## src/rtl/my_8to3_request_encoder_if.sv

```systemverilog
// rtl/my_8to3_request_encoder_if.sv - encoded request output handshake
//
// Carries one 3-bit code from the encoder to its consumer.
//   out_code  : binary index of the presented request   (master -> slave)
//   out_valid : out_code holds a valid request           (master -> slave)
//   out_ready : consumer accepts on valid && ready edge  (slave -> master)
interface my_8to3_request_encoder_if;
    logic [2:0] out_code;
    logic       out_valid;
    logic       out_ready;

    modport master (
        output out_code,
        output out_valid,
        input  out_ready
    );

    modport slave (
        input  out_code,
        input  out_valid,
        output out_ready
    );
endinterface

```

## src/rtl/my_8to3_request_encoder.sv

```systemverilog
// rtl/my_8to3_request_encoder.sv - collects request strobes and emits one 3-bit code per event
//
// Ports:
//   clock        : system clock, all state updates on the rising edge
//   reset        : synchronous, active-high reset
//   enable       : when low, req_bits are ignored; pending/output logic keeps running
//   req_bits     : request strobes, bit i requests code i, any number per cycle
//   clear_all    : synchronous flush of the pending set and the output stage
//   out_bus      : code/valid/ready handshake toward the control stage
//   pending_bits : pending register, excluding the code held in the output stage
//   overflow     : one-cycle pulse when a request hits an already-pending bit
//
// ROUND_ROBIN = 0 selects the highest pending index; ROUND_ROBIN = 1 scans
// upward starting just after the last issued code.
module my_8to3_request_encoder #(
    parameter int ROUND_ROBIN = 0
) (
    input  logic                              clock,
    input  logic                              reset,
    input  logic                              enable,
    input  logic [7:0]                        req_bits,
    input  logic                              clear_all,
    my_8to3_request_encoder_if.master         out_bus,
    output logic [7:0]                        pending_bits,
    output logic                              overflow
);

    logic [7:0] pending_q;
    logic [2:0] out_code_q;
    logic       out_valid_q;
    logic       overflow_q;
    logic [2:0] rr_ptr_q;

    logic       load;
    logic [2:0] sel;
    logic [2:0] sel_fixed;
    logic [2:0] sel_rr;
    logic [2:0] rr_idx;
    logic [7:0] load_mask;
    logic [7:0] req_gated;

    // The output stage can take a new code when it is empty or being drained.
    assign load = (!out_valid_q || out_bus.out_ready) && (pending_q != 8'h00);

    // Fixed priority: later (higher) indices overwrite earlier ones.
    always_comb begin
        sel_fixed = 3'd0;
        for (int i = 0; i < 8; i++) begin
            if (pending_q[i]) begin
                sel_fixed = 3'(i);
            end
        end
    end

    // Round robin: scan offsets 8 down to 1 so the smallest offset from
    // rr_ptr that hits a pending bit is the last write and wins. Offset 8
    // wraps to rr_ptr itself, which is checked last in priority.
    always_comb begin
        sel_rr = 3'd0;
        rr_idx = 3'd0;
        for (int k = 8; k >= 1; k--) begin
            rr_idx = rr_ptr_q + 3'(k);
            if (pending_q[rr_idx]) begin
                sel_rr = rr_idx;
            end
        end
    end

    assign sel       = (ROUND_ROBIN != 0) ? sel_rr : sel_fixed;
    assign load_mask = load ? (8'b0000_0001 << sel) : 8'h00;
    assign req_gated = enable ? req_bits : 8'h00;

    always_ff @(posedge clock) begin
        if (reset) begin
            pending_q   <= 8'h00;
            out_code_q  <= 3'd0;
            out_valid_q <= 1'b0;
            overflow_q  <= 1'b0;
            rr_ptr_q    <= 3'd7;
        end else if (clear_all) begin
            // Flush drops same-cycle requests; pointer and last code are kept.
            pending_q   <= 8'h00;
            out_valid_q <= 1'b0;
            overflow_q  <= 1'b0;
        end else begin
            // The transferred bit is cleared first, so a same-cycle request
            // for it is kept as a fresh event rather than merged.
            pending_q  <= (pending_q & ~load_mask) | req_gated;
            overflow_q <= |(req_gated & pending_q & ~load_mask);
            if (load) begin
                out_code_q  <= sel;
                out_valid_q <= 1'b1;
                rr_ptr_q    <= sel;
            end else if (out_bus.out_ready) begin
                out_valid_q <= 1'b0;
            end
        end
    end

    assign out_bus.out_code  = out_code_q;
    assign out_bus.out_valid = out_valid_q;
    assign pending_bits      = pending_q;
    assign overflow          = overflow_q;

endmodule

```

## src/flat_wrapper.sv

```systemverilog
// flat-port wrapper written by rule: the top's interface ports become plain ports
module my_8to3_request_encoder_flat 
#(
    parameter int ROUND_ROBIN = 0
)
  (clock, reset, enable, req_bits, clear_all, pending_bits, overflow, out_bus_out_code, out_bus_out_valid, out_bus_out_ready);
  my_8to3_request_encoder_if out_bus_i ();
  input  logic clock;
  input  logic reset;
  input  logic enable;
  input  logic [7:0] req_bits;
  input  logic clear_all;
  output logic [7:0] pending_bits;
  output logic overflow;
  output wire logic [$bits(out_bus_i.out_code)-1:0] out_bus_out_code;
  output wire logic [$bits(out_bus_i.out_valid)-1:0] out_bus_out_valid;
  input wire logic [$bits(out_bus_i.out_ready)-1:0] out_bus_out_ready;
  assign out_bus_out_code = out_bus_i.out_code;
  assign out_bus_out_valid = out_bus_i.out_valid;
  assign out_bus_i.out_ready = out_bus_out_ready;
  my_8to3_request_encoder #(.ROUND_ROBIN(ROUND_ROBIN)) u_core (.clock(clock), .reset(reset), .enable(enable), .req_bits(req_bits), .clear_all(clear_all), .out_bus(out_bus_i), .pending_bits(pending_bits), .overflow(overflow));
endmodule
```

## config.mk

```make
export PLATFORM = sky130hd
export DESIGN_NAME = my_8to3_request_encoder_flat
export DESIGN_NICKNAME = d
export VERILOG_FILES = /design/src/rtl/my_8to3_request_encoder_if.sv /design/src/rtl/my_8to3_request_encoder.sv /design/src/flat_wrapper.sv
export SDC_FILE = /design/constraint.sdc
export NUM_CORES = 1
export LEC_CHECK = 0
export BUFFER_PORTS_ARGS = -buffer_cell sky130_fd_sc_hd__buf_2
export CELL_PAD_IN_SITES_DETAIL_PLACEMENT = 1
export CELL_PAD_IN_SITES_GLOBAL_PLACEMENT = 2
export CORE_MARGIN = 3
export CORE_UTILIZATION = 25
export DETAILED_ROUTE_END_ITERATION = 10
export GPL_TIMING_DRIVEN = 0
export PLACE_DENSITY = 0.83
export SETUP_SLACK_MARGIN = 0.15
export SLEW_MARGIN = 5
export SYNTH_ARGS = -nofsm -noshare
export SYNTH_HDL_FRONTEND = slang
export SYNTH_SLANG_ARGS = --single-unit
```

## constraint.sdc

```tcl
create_clock -name clock -period 2.15 [get_ports clock]
set_input_delay 0.215 -clock clock [delete_from_list [all_inputs] [get_ports clock]]
set_output_delay 0.215 -clock clock [all_outputs]
set_load 0.03 [all_outputs]
```

# Yosys cells after proc, flatten, opt, wreduce, memory -nomap -nowiden
# Index checks and enable logic that the tools add are counted.
# W data, S select, Z words.
[classes]
add_sub_neg = 0
mul = 0
div = 0
n_lt_le_gt_ge = 0
n_eq_ne = 0
shift = 1
n_mux = 11
n_bitwise = 6
n_reduce_logical = 8
[ops]
columns = ["cell", "n"]
rows = [
  ["$and A8 B8 Y8", 3],
  ["$mux W8", 2],
  ["$mux W3", 4],
  ["$not A8 Y8", 1],
  ["$or A8 B8 Y8", 1],
  ["$reduce_bool A8 Y1", 1],
  ["$reduce_or A8 Y1", 1],
  ["$shl A1 B3 Y8 const A", 1],
  ["$mux W2", 2],
  ["$mux W1", 3],
  ["$reduce_and A2 Y1", 1],
  ["$reduce_bool A2 Y1", 1],
  ["$reduce_or A2 Y1", 1],
  ["$logic_and A1 B1 Y1", 1],
  ["$logic_not A1 Y1", 1],
  ["$logic_or A1 B1 Y1", 1],
  ["$not A1 Y1", 1],
]
[totals]
ff_bits = 13
latch_bits = 0
mem_bits_rw = 0
rom_bits = 0
inputBits = 13
word_cells = 30
mem_count = 0

# Longest topological paths before layout
# Gate-level depths: netlist (run 1).
[logic_depth]
depth_word = 12
mapped_depth = 5
depth_no_buf = 4

# Worst setup path before layout (run 1)
# Ideal clock, no wire load.
[synth_timing]
path_kind = "register to register"
start = "reg u_core.pending_q[6] (netlist: u_core.pending_bits[6])"
end = "reg u_core.overflow_q (netlist: u_core.overflow)"
setup_ns = 0.122
arrival_ns = 1.620
required_time_ns = 2.028
slack_ns = 0.408
path_stages_with_launch = 5
n_path_buf = 0
cell_sequence = "dfxtp_1 or4_1 o311ai_1 nand4_1 o311a_1"
[synth_via]
elab_chain_cells = 7
elab_cells_between_ends = 10
cone_classes = "1 x shift; 3 x mux; 3 x bitwise; 3 x reduce/logical"
[synth_lines]
columns = ["item", "line", "source"]
rows = [
  ["start: declaration", "my_8to3_request_encoder.sv:28", "logic [7:0] pending_q;"],
  ["start signal: assignment", "my_8to3_request_encoder.sv:88", "pending_q <= (pending_q & ~load_mask) | req_gated;"],
  ["$mux W3 (2 in a row)", "my_8to3_request_encoder.sv:49", "if (pending_q[i]) begin"],
  ["$shl A1 B3 Y8", "my_8to3_request_encoder.sv:70", "assign load_mask = load ? (8'b0000_0001 << sel) : 8'h00;"],
  ["$mux W8", "my_8to3_request_encoder.sv:70", ""],
  ["$not A8 Y8", "my_8to3_request_encoder.sv:89", "overflow_q <= |(req_gated & pending_q & ~load_mask);"],
  ["$and A8 B8 Y8 (*)", "my_8to3_request_encoder.sv:89", ""],
  ["$reduce_or A8 Y1 (*)", "my_8to3_request_encoder.sv:89", ""],
  ["end signal: assignment", "my_8to3_request_encoder.sv:89", ""],
  ["end: declaration", "my_8to3_request_encoder.sv:31", "logic overflow_q;"],
]
# Mark *: on every way between the ends. The rest lies on a longest branch, timed or not.
# A chain may end at the register's enable or synchronous reset.

# Worst setup path in the final report (run 1)
# Ends and elaborated chain as after synthesis.

==> results.toml, run 1 <==
[clocking]
post-cts-setup-buffers = 0
cts_made_buffers = 3
ctsHoldBuffers = 0
clk_path_buf_depth = 2
clk_latency_ns = 0.29
clkTransAtPathRegs_ns = 0.09
htree_levels = 1
clkSinkCount = 13
postCtsResizedCells = 0
cts_root_buffer = "clkbuf_4"
cts_tree = "done"

[global_routing]
overflow = 0
grt_pass1_wl_um = 3240
grt_usage = 0.130
grt_pass1_vias = 720
antenna_found_initial = 0
grt_max_degree = 10

[placed_design]
gp_congestion = 0.732
portBuffers = 24
dpl_worst_slack_ns = 0.363
post_dp_cell_area_um2 = 790
hpwl_um = 1450

[synthesis]
ys_ff_latch = 13
netlist_area_um2 = 634
syn_nets = 89
synthFlopType = "dfxtp_1"
synth_edf_count = 0
seq_area_frac_synth = 0.410
synthAdderAreaFrac = 0
synth_top_area_share = 0.410
syn_inst = 76
synth_top_family_by_area = "compound AO/OA/AOI/OAI gates"
synthSimpleGateAreaFrac = 0.229
avgSynthCellArea_um2 = 8.35
synth_compound_area_frac = 0.323
synth.area.top_cells = "dfxtp_1 41%, nor2_1 5.9%, a211oi_1 4.7%"
async_flop_share = 0
ys.warnings.count = 0
synthXorXnorAreaFrac = 0
netlist_top_cells_count = "13 x dfxtp_1, 10 x nor2_1, 5 x a21oi_1, 5 x nand2_1"
ys_types = 31
synth_area_leader_cell = "dfxtp_1"
synthMuxAreaShare = 0
synth_most_common_cell = "dfxtp_1"

[timing]
holdWs_ns = 0.145
worstMarginPinSlew_ns = 0.661
fin_crit_ns = 1.80
rsz0062_at_grt = "false"
layout_setup_ws_ns = 0.348
skew_ns = 0.00739
finalCritPeriodShare = 0.838
setup_tns_ns = 0
finalHoldViolCount = 0
setup_viol = 0
slew_violations = 0
fmax_mhz = 555
relSlewSlack = 0.556

[worst_setup_path]
cp.arrival_ns = 1.98
end_kind = "flip-flop"
crit_type = "reg -> reg"
worstSetupStartpointType = "flip-flop"
cp.required_ns = 2.32
critical_path.max_fanout = 8

[pwr]
p_per_area_nw_per_um2 = 649
power_switching_mw = 0.167
power_mw = 0.529
power.leakage_nw = 0.401
peakVddDrop_v = 0.000352
intPower_mw = 0.362
p_comb_frac = 0.199
p_seq_frac = 0.496
p_sw_frac = 0.316
pwr-share-clk = 0.305

[die]
pin_count = 26
die_h_um = 56.4
rows = 17
die_x_um = 56.4
fp.dieArea_um2 = 3180
core-area_um2 = 2320
start_util = 0.274

[cells_and_area]
diodes = 0
stdcell_area_um2 = 816
drive_above_1_share = 0.298
area_growth_pct = 28.6
n_fill_cell = 289
layout.nets = 118

[drt]
vias = 703
drc = 0
ant_nets = 0
viasPerCell = 5.33
first_iter_violations = 10
wl_per_cell_um = 14.3
drtPass1Iterations = 5
wirelength_um = 1890

[run]
max-cap-violations = 0

[min_path]
hp-class = "in -> reg"

[run_status]
status = "completed"
[layout make-up]
| cell class | count | area (um^2) | area share |
|---|---|---|---|
| inverters | 2 | 7.51 | 0.00920 |
| multi-input cells | 57 | 350 | 0.429 |
| flip-flops and latches | 13 | 260 | 0.319 |
| plain buffers | 4 | 16.3 | 0.0199 |
| well taps | 28 | 35.0 | 0.0429 |
| repair buffers | 24 | 120 | 0.147 |
| clock buffers | 4 | 26.3 | 0.0322 |
[sequential cells by signal (all words and copies together), names as in the netlist]
name	count
u_core.pending_bits	8
u_core.out_bus.out_valid	1
u_core.out_bus.out_code	3
u_core.overflow	1
[metrics by stage]
stage / std cells / utilization
6_report: 132 / 0.352
5_1_grt: 132 / 0.352
4_1_cts: 132 / 0.352
3_5_place_dp: 128 / 0.341
3_3_place_gp: 128 / 0.341
2_1_floorplan: 76 / -
[worst max-delay path, stage by stage, from the launching register on]
cell and delay [ns]:
dfxtp_1 0.38, nor4_2 0.49, nand3_1 0.22, a32o_1 0.27
o311a_1 0.33
[layer usage]
metal  vias up  global-route usage  share of wire
met1       331               0.149           0.45
met2        19               0.214           0.48
met4         0              0.0847          0.030
met3         7              0.0299          0.041
met5         -                   0              0
li1        346                   -              -
[power groups by stage]
| stage | Clock (mW) | Combinational (mW) | Sequential (mW) |
|---|---|---|---|
| detailed placement | 0 | 0.106 | 0.269 |
| CTS | 0.166 | 0.106 | 0.263 |
| finish | 0.161 | 0.105 | 0.263 |
| global route | 0.181 | 0.116 | 0.265 |
| global placement | 0 | 0.104 | 0.268 |
| floorplan | 0 | 0.0463 | 0.289 |
[cell usage in the layout (no fill, tap or decap)]
cell / count
nor3b_1: 1
nor4_2: 1
o311ai_1: 1
nand2b_1: 2
o21ai_1: 2
nand3_1: 1
inv_1: 2
and2b_1: 1
a32o_1: 1
or4_1: 1
a22o_1: 2
buf_2: 25
or2_2: 2
a211o_1: 1
buf_1: 1
nand2_1: 5
o21ai_0: 3
nor3_1: 1
nor4_1: 1
o211a_1: 1
o211ai_1: 1
dfxtp_1: 13
clkbuf_4: 3
a211oi_1: 4
nor2_1: 10
a22oi_1: 4
a21oi_1: 5
nor2b_1: 1
clkbuf_1: 3
o311a_1: 2
a31oi_1: 2
nand4_1: 1
[cell families after synthesis]
| family | after synthesis |
|---|---|
| flops | 13 |
| buf+inv | 6 |
| simple gates | 28 |
| compound gates | 29 |
[worst paths after layout]
check / from / end / slack [ns] / cells after the start
worst max register to register: u_core.pending_bits[6] / u_core.overflow / 0.35 / 4
worst min-delay path: reset / u_core.out_bus.out_code[0] / 0.15 / 2
worst max-delay path: u_core.pending_bits[6] / u_core.overflow / 0.35 / 4
worst min register to register: u_core.out_bus.out_code[1] / u_core.out_bus.out_code[1] / 0.51 / 2
Note: power is estimated with default switching activity, not from simulation.
==> run 2: changes to the inputs <==
ABC_AREA = 1   (was not set)
CORE_UTILIZATION = 24   (was 25)
clock period = 1.9 ns   (was 2.15 ns; I/O delays follow)
==> results.toml, run 2 <==
[run_status]
status = "completed"

[worst_setup_path]
cp.required_ns = 2.09
rr_worst_depth = 10
cp.arrival_ns = 1.62
crit_family = "simple AND/OR/NAND/NOR gates"
crit_type = "reg -> reg"
cp_slowest_cell = "dfxtp_1"
critical_path.max_fanout = 5
crit_top_cell = "nand2_1"
worst-path-buf-inv = 2
crit_chain = "inv_1, nand2_1, nor2_2, nand3_2, inv_2, nand4_1, nand2_1, nand2_1, nor2_2, a21oi_2"
critPathMaxStageDelay_ns = 0.35
worstSetupStartpointType = "flip-flop"
critical_path_depth = 10
end_kind = "flip-flop"

[min_path]
min_path_cells = 2
hp-class = "in -> reg"

[die]
die_h_um = 61.0
core-area_um2 = 2830
fp.dieArea_um2 = 3720
die_x_um = 61.0
rows = 19
start_util = 0.257
pin_count = 26

[drt]
wl_per_cell_um = 11.5
vias = 791
first_iter_violations = 11
drc = 0
drtPass1Iterations = 3
viasPerCell = 4.57
ant_nets = 0
wirelength_um = 1980

[clocking]
cts_made_buffers = 3
clk_path_buf_depth = 2
htree_levels = 1
cts_tree = "done"
clk_latency_ns = 0.29
post-cts-setup-buffers = 0
cts_root_buffer = "clkbuf_4"
clkTransAtPathRegs_ns = 0.10
ctsHoldBuffers = 0
clkSinkCount = 13
postCtsResizedCells = 0

[global_routing]
grt_pass1_wl_um = 3390
grt_pass1_vias = 826
grt_usage = 0.121
overflow = 0
grt_max_degree = 11
antenna_found_initial = 0

[synthesis]
syn_inst = 114
synth_most_common_cell = "nand2_1"
synth.area.top_cells = "dfxtp_1 36%, nand2_1 19%, inv_1 8.3%"
async_flop_share = 0
syn_nets = 127
ys.warnings.count = 0
synth_edf_count = 0
netlist_top_cells_count = "36 x nand2_1, 16 x inv_1, 13 x dfxtp_1, 11 x a21oi_1, 11 x nor2_1"
synthFlopType = "dfxtp_1"
ys_types = 19
ys_ff_latch = 13
seq_area_frac_synth = 0.359
synth_area_leader_cell = "dfxtp_1"
avgSynthCellArea_um2 = 6.37
synth_top_area_share = 0.359
netlist_area_um2 = 726

[timing]
slew_violations = 0
skew_ns = 0.0155
finalCritPeriodShare = 0.753
relSlewSlack = 0.851
fmax_mhz = 699
setup_viol = 0
setup_tns_ns = 0
finalHoldViolCount = 0
rsz0062_at_grt = "false"
fin_crit_ns = 1.43
worstMarginPinSlew_ns = 0.223

[placed_design]
portBuffers = 24
post_dp_cell_area_um2 = 885
hpwl_um = 1620
gp_congestion = 0.821

[cells_and_area]
area_growth_pct = 25.5
final_common_cell = "nand2_1"
stdcell_area_um2 = 911
mostFrequentLayoutCells = "36 x nand2_1, 24 x buf_2, 16 x inv_1"
largest_register_ffs = 8
drive_above_1_share = 0.296
layout.nets = 156
diodes = 0
post-route-util = 0.322

[pwr]
power.leakage_nw = 0.448
p_per_area_nw_per_um2 = 697
power_mw = 0.635
intPower_mw = 0.418
power_switching_mw = 0.217
p_seq_frac = 0.467
p_sw_frac = 0.341
peakVddDrop_v = 0.000180
p_comb_frac = 0.245
pwr-share-clk = 0.289

[run]
max-cap-violations = 0
run 2: power by group through the flow:
stage	combinational [mW]	clock, mW	sequential (mW)
floorplan	0.0832	0	0.329
CTS	0.158	0.191	0.297
global route	0.176	0.202	0.299
detailed placement	0.157	0	0.303
global placement	0.154	0	0.302
finish	0.155	0.183	0.296
run 2: worst paths after layout:
path	end	slack, ns	start
max	u_core.overflow	0.47	u_core.pending_bits[7]
min	u_core.out_bus.out_code[2]	0.1	reset
max reg2reg	u_core.overflow	0.47	u_core.pending_bits[7]
min reg2reg	u_core.out_bus.out_code[2]	0.46	u_core.out_bus.out_code[2]
run 2: cell families (layout without fill, tap and decap cells):
kind of cell	after synthesis	count (layout)	synth area share
AOI/OAI and AO/OA	22	22	0.169
buffers and inverters	19	47	0.114
DFF	13	13	0.359
and+or+nand+nor	60	60	0.359
run 2: stage by stage:
step / setup slack, ns / hold slack, ns / std cells
floorplan: 0.516 / 0.259 / 114
global placement: 0.471 / 0.381 / 169
detailed placement: 0.461 / 0.389 / 169
CTS: 0.462 / 0.0908 / 173
global route: 0.301 / 0.0962 / 173
finish: 0.470 / 0.0951 / 173
run 2: area by class of cell:
cell class                      count  area [um^2]
Clock buffer                        4         26.3
Buffer                              2         18.8
Tap cell                           31         38.8
Multi-Input combinational cell     82          383
Inverter                           17         63.8
Fill cell                         382         1920
Timing Repair Buffer               24          120
Sequential cell                    13          260
run 2: routing by layer:
layer  GRT usage  vias up  share of wire
met5           0        -              0
met4      0.0464        0          0.017
met3      0.0191        4          0.021
met2       0.211       14           0.49
met1       0.149      359           0.48
li1            -      414              -
run 2: worst register-to-register path, cell delays in order (launching register included):
cell,delay (ns)
dfxtp_1,0.35
inv_1,0.15
nand2_1,0.08
nor2_2,0.15
nand3_2,0.10
inv_2,0.07
nand4_1,0.13
nand2_1,0.09
nand2_1,0.05
nor2_2,0.11
a21oi_2,0.06
==> run 3: changes to the inputs <==
clock period = 1.4 ns   (was 1.9 ns; I/O delays follow)
==> results.toml, run 3 (synthesis gave the netlist of run 2 again) <==
[clocking]
cts_tree = "done"
ctsHoldBuffers = 0
clk_latency_ns = 0.28
clkTransAtPathRegs_ns = 0.09
cts_made_buffers = 3
cts_root_buffer = "clkbuf_4"
clkSinkCount = 13
htree_levels = 1
clk_path_buf_depth = 2

[timing]
setup_viol = 0
fin_crit_ns = 1.36
fmax_mhz = 735
holdWs_ns = 0.0273
relSlewSlack = 0.826
skew_ns = 0.00584
finalCritPeriodShare = 0.972
finalHoldViolCount = 0
layout_setup_ws_ns = 0.0387
rsz0062_at_grt = "true"
slew_violations = 0
setup_tns_ns = 0
worstMarginPinSlew_ns = 0.261

[worst_setup_path]
crit_type = "reg -> reg"
cp-startpoint = "u_core.pending_bits[5]"
worstSetupStartpointType = "flip-flop"
cp.arrival_ns = 1.54
rrSetupSlack_ns = 0.04
critical_path.max_fanout = 4
end_kind = "flip-flop"
rr_worst_depth = 10
r2r-end = "u_core.overflow"
regToRegStartpoint = "u_core.pending_bits[5]"
cp.required_ns = 1.58

[drt]
wl_per_cell_um = 11.9
first_iter_violations = 15
viasPerCell = 4.64
drc = 0
ant_nets = 0
vias = 817
drtPass1Iterations = 4
wirelength_um = 2100

[pwr]
peakVddDrop_v = 0.000433
power.leakage_nw = 0.483
p_per_area_nw_per_um2 = 865
power_mw = 0.897

[die]
fp.dieArea_um2 = 3720
die_x_um = 61.0
rows = 19
pin_count = 26
core-area_um2 = 2830
start_util = 0.257
die_h_um = 61.0

[cells_and_area]
fin_cells = 176
multi_input_area_um2 = 449
mostFrequentLayoutCells = "27 x nand2_1, 24 x buf_2, 11 x a21oi_1"
regArea_um2 = 287
drive_above_1_share = 0.497
stdcell_area_um2 = 1040
diodes = 0
area_growth_pct = 42.9
post-route-util = 0.367
layout.nets = 159
final_common_cell = "nand2_1"
largest_register_ffs = 8
n_fill_cell = 364

[global_routing]
grt_pass1_vias = 747
grt_max_degree = 11
antenna_found_initial = 0
grt_usage = 0.123
overflow = 0
grt_pass1_wl_um = 3280

[run]
max-cap-violations = 0

[min_path]
worstHoldEndpoint = "u_core.out_bus.out_code[2]"
holdCritStartpoint = "reset"
hp-class = "in -> reg"
min_path_cells = 2

[placed_design]
hpwl_um = 1570
gp_congestion = 0.847
dp_cells = 169
portBuffers = 24
post_dp_cell_area_um2 = 901
dpl_worst_slack_ns = 0.0450

[run_status]
status = "completed"
==> run 3: power breakdown <==
| part | leakage [nW] | internal, mW | switching (mW) |
|---|---|---|---|
| logic | 0.357 | 0.0903 | 0.162 |
| registers | 0.112 | 0.382 | 0.0177 |
| clock network | 0.0150 | 0.111 | 0.134 |
| total | 0.483 | 0.583 | 0.314 |
==> run 3: layout make-up <==
class                           count  area share
Inverter                           17      0.0688
Clock buffer                        4      0.0253
Multi-Input combinational cell     82       0.433
Tap cell                           31      0.0374
Sequential cell                    13       0.276
Timing Repair Buffer               27       0.141
Buffer                              2      0.0181
==> run 3: how the worst max path moves through the flow <==
| stage | to | slack (ns) | cells past startpoint |
|---|---|---|---|
| 2_1_floorplan | u_core.overflow | 0.15 | 10 |
| 3_3_place_gp | u_core.overflow | 0.03 | 10 |
| 3_5_place_dp | u_core.overflow | 0.04 | 10 |
| 4_1_cts | u_core.overflow | 0.07 | 7 |
| 5_1_grt | u_core.overflow | -0.08 | 10 |
| 6_report | u_core.overflow | 0.04 | 10 |
==> run 3: worst max-delay path, stage by stage (launching register included) <==
cell and delay [ns]:
dfxtp_4 0.38, inv_4 0.06, nand2_2 0.07, nor2_4 0.12
nand3_2 0.09, inv_2 0.08, nand4_1 0.11, nand2_1 0.10
nand2_1 0.06, nor2_2 0.12, a21oi_2 0.06
==> run 3: timing repair <==
item                                    in CTS  in global routing
gates resized for setup                     12                 21
setup buffers                                1                  2
pin swaps                                    3                  8
endpoints found under the setup margin       3                  9
==> run 3: routing by layer <==
layer,track usage,up-vias,part of all wire
met3,0.0383,5,0.038
met1,0.156,373,0.46
met5,0,-,0
li1,-,422,-
met4,0.0557,0,0.018
met2,0.191,17,0.48
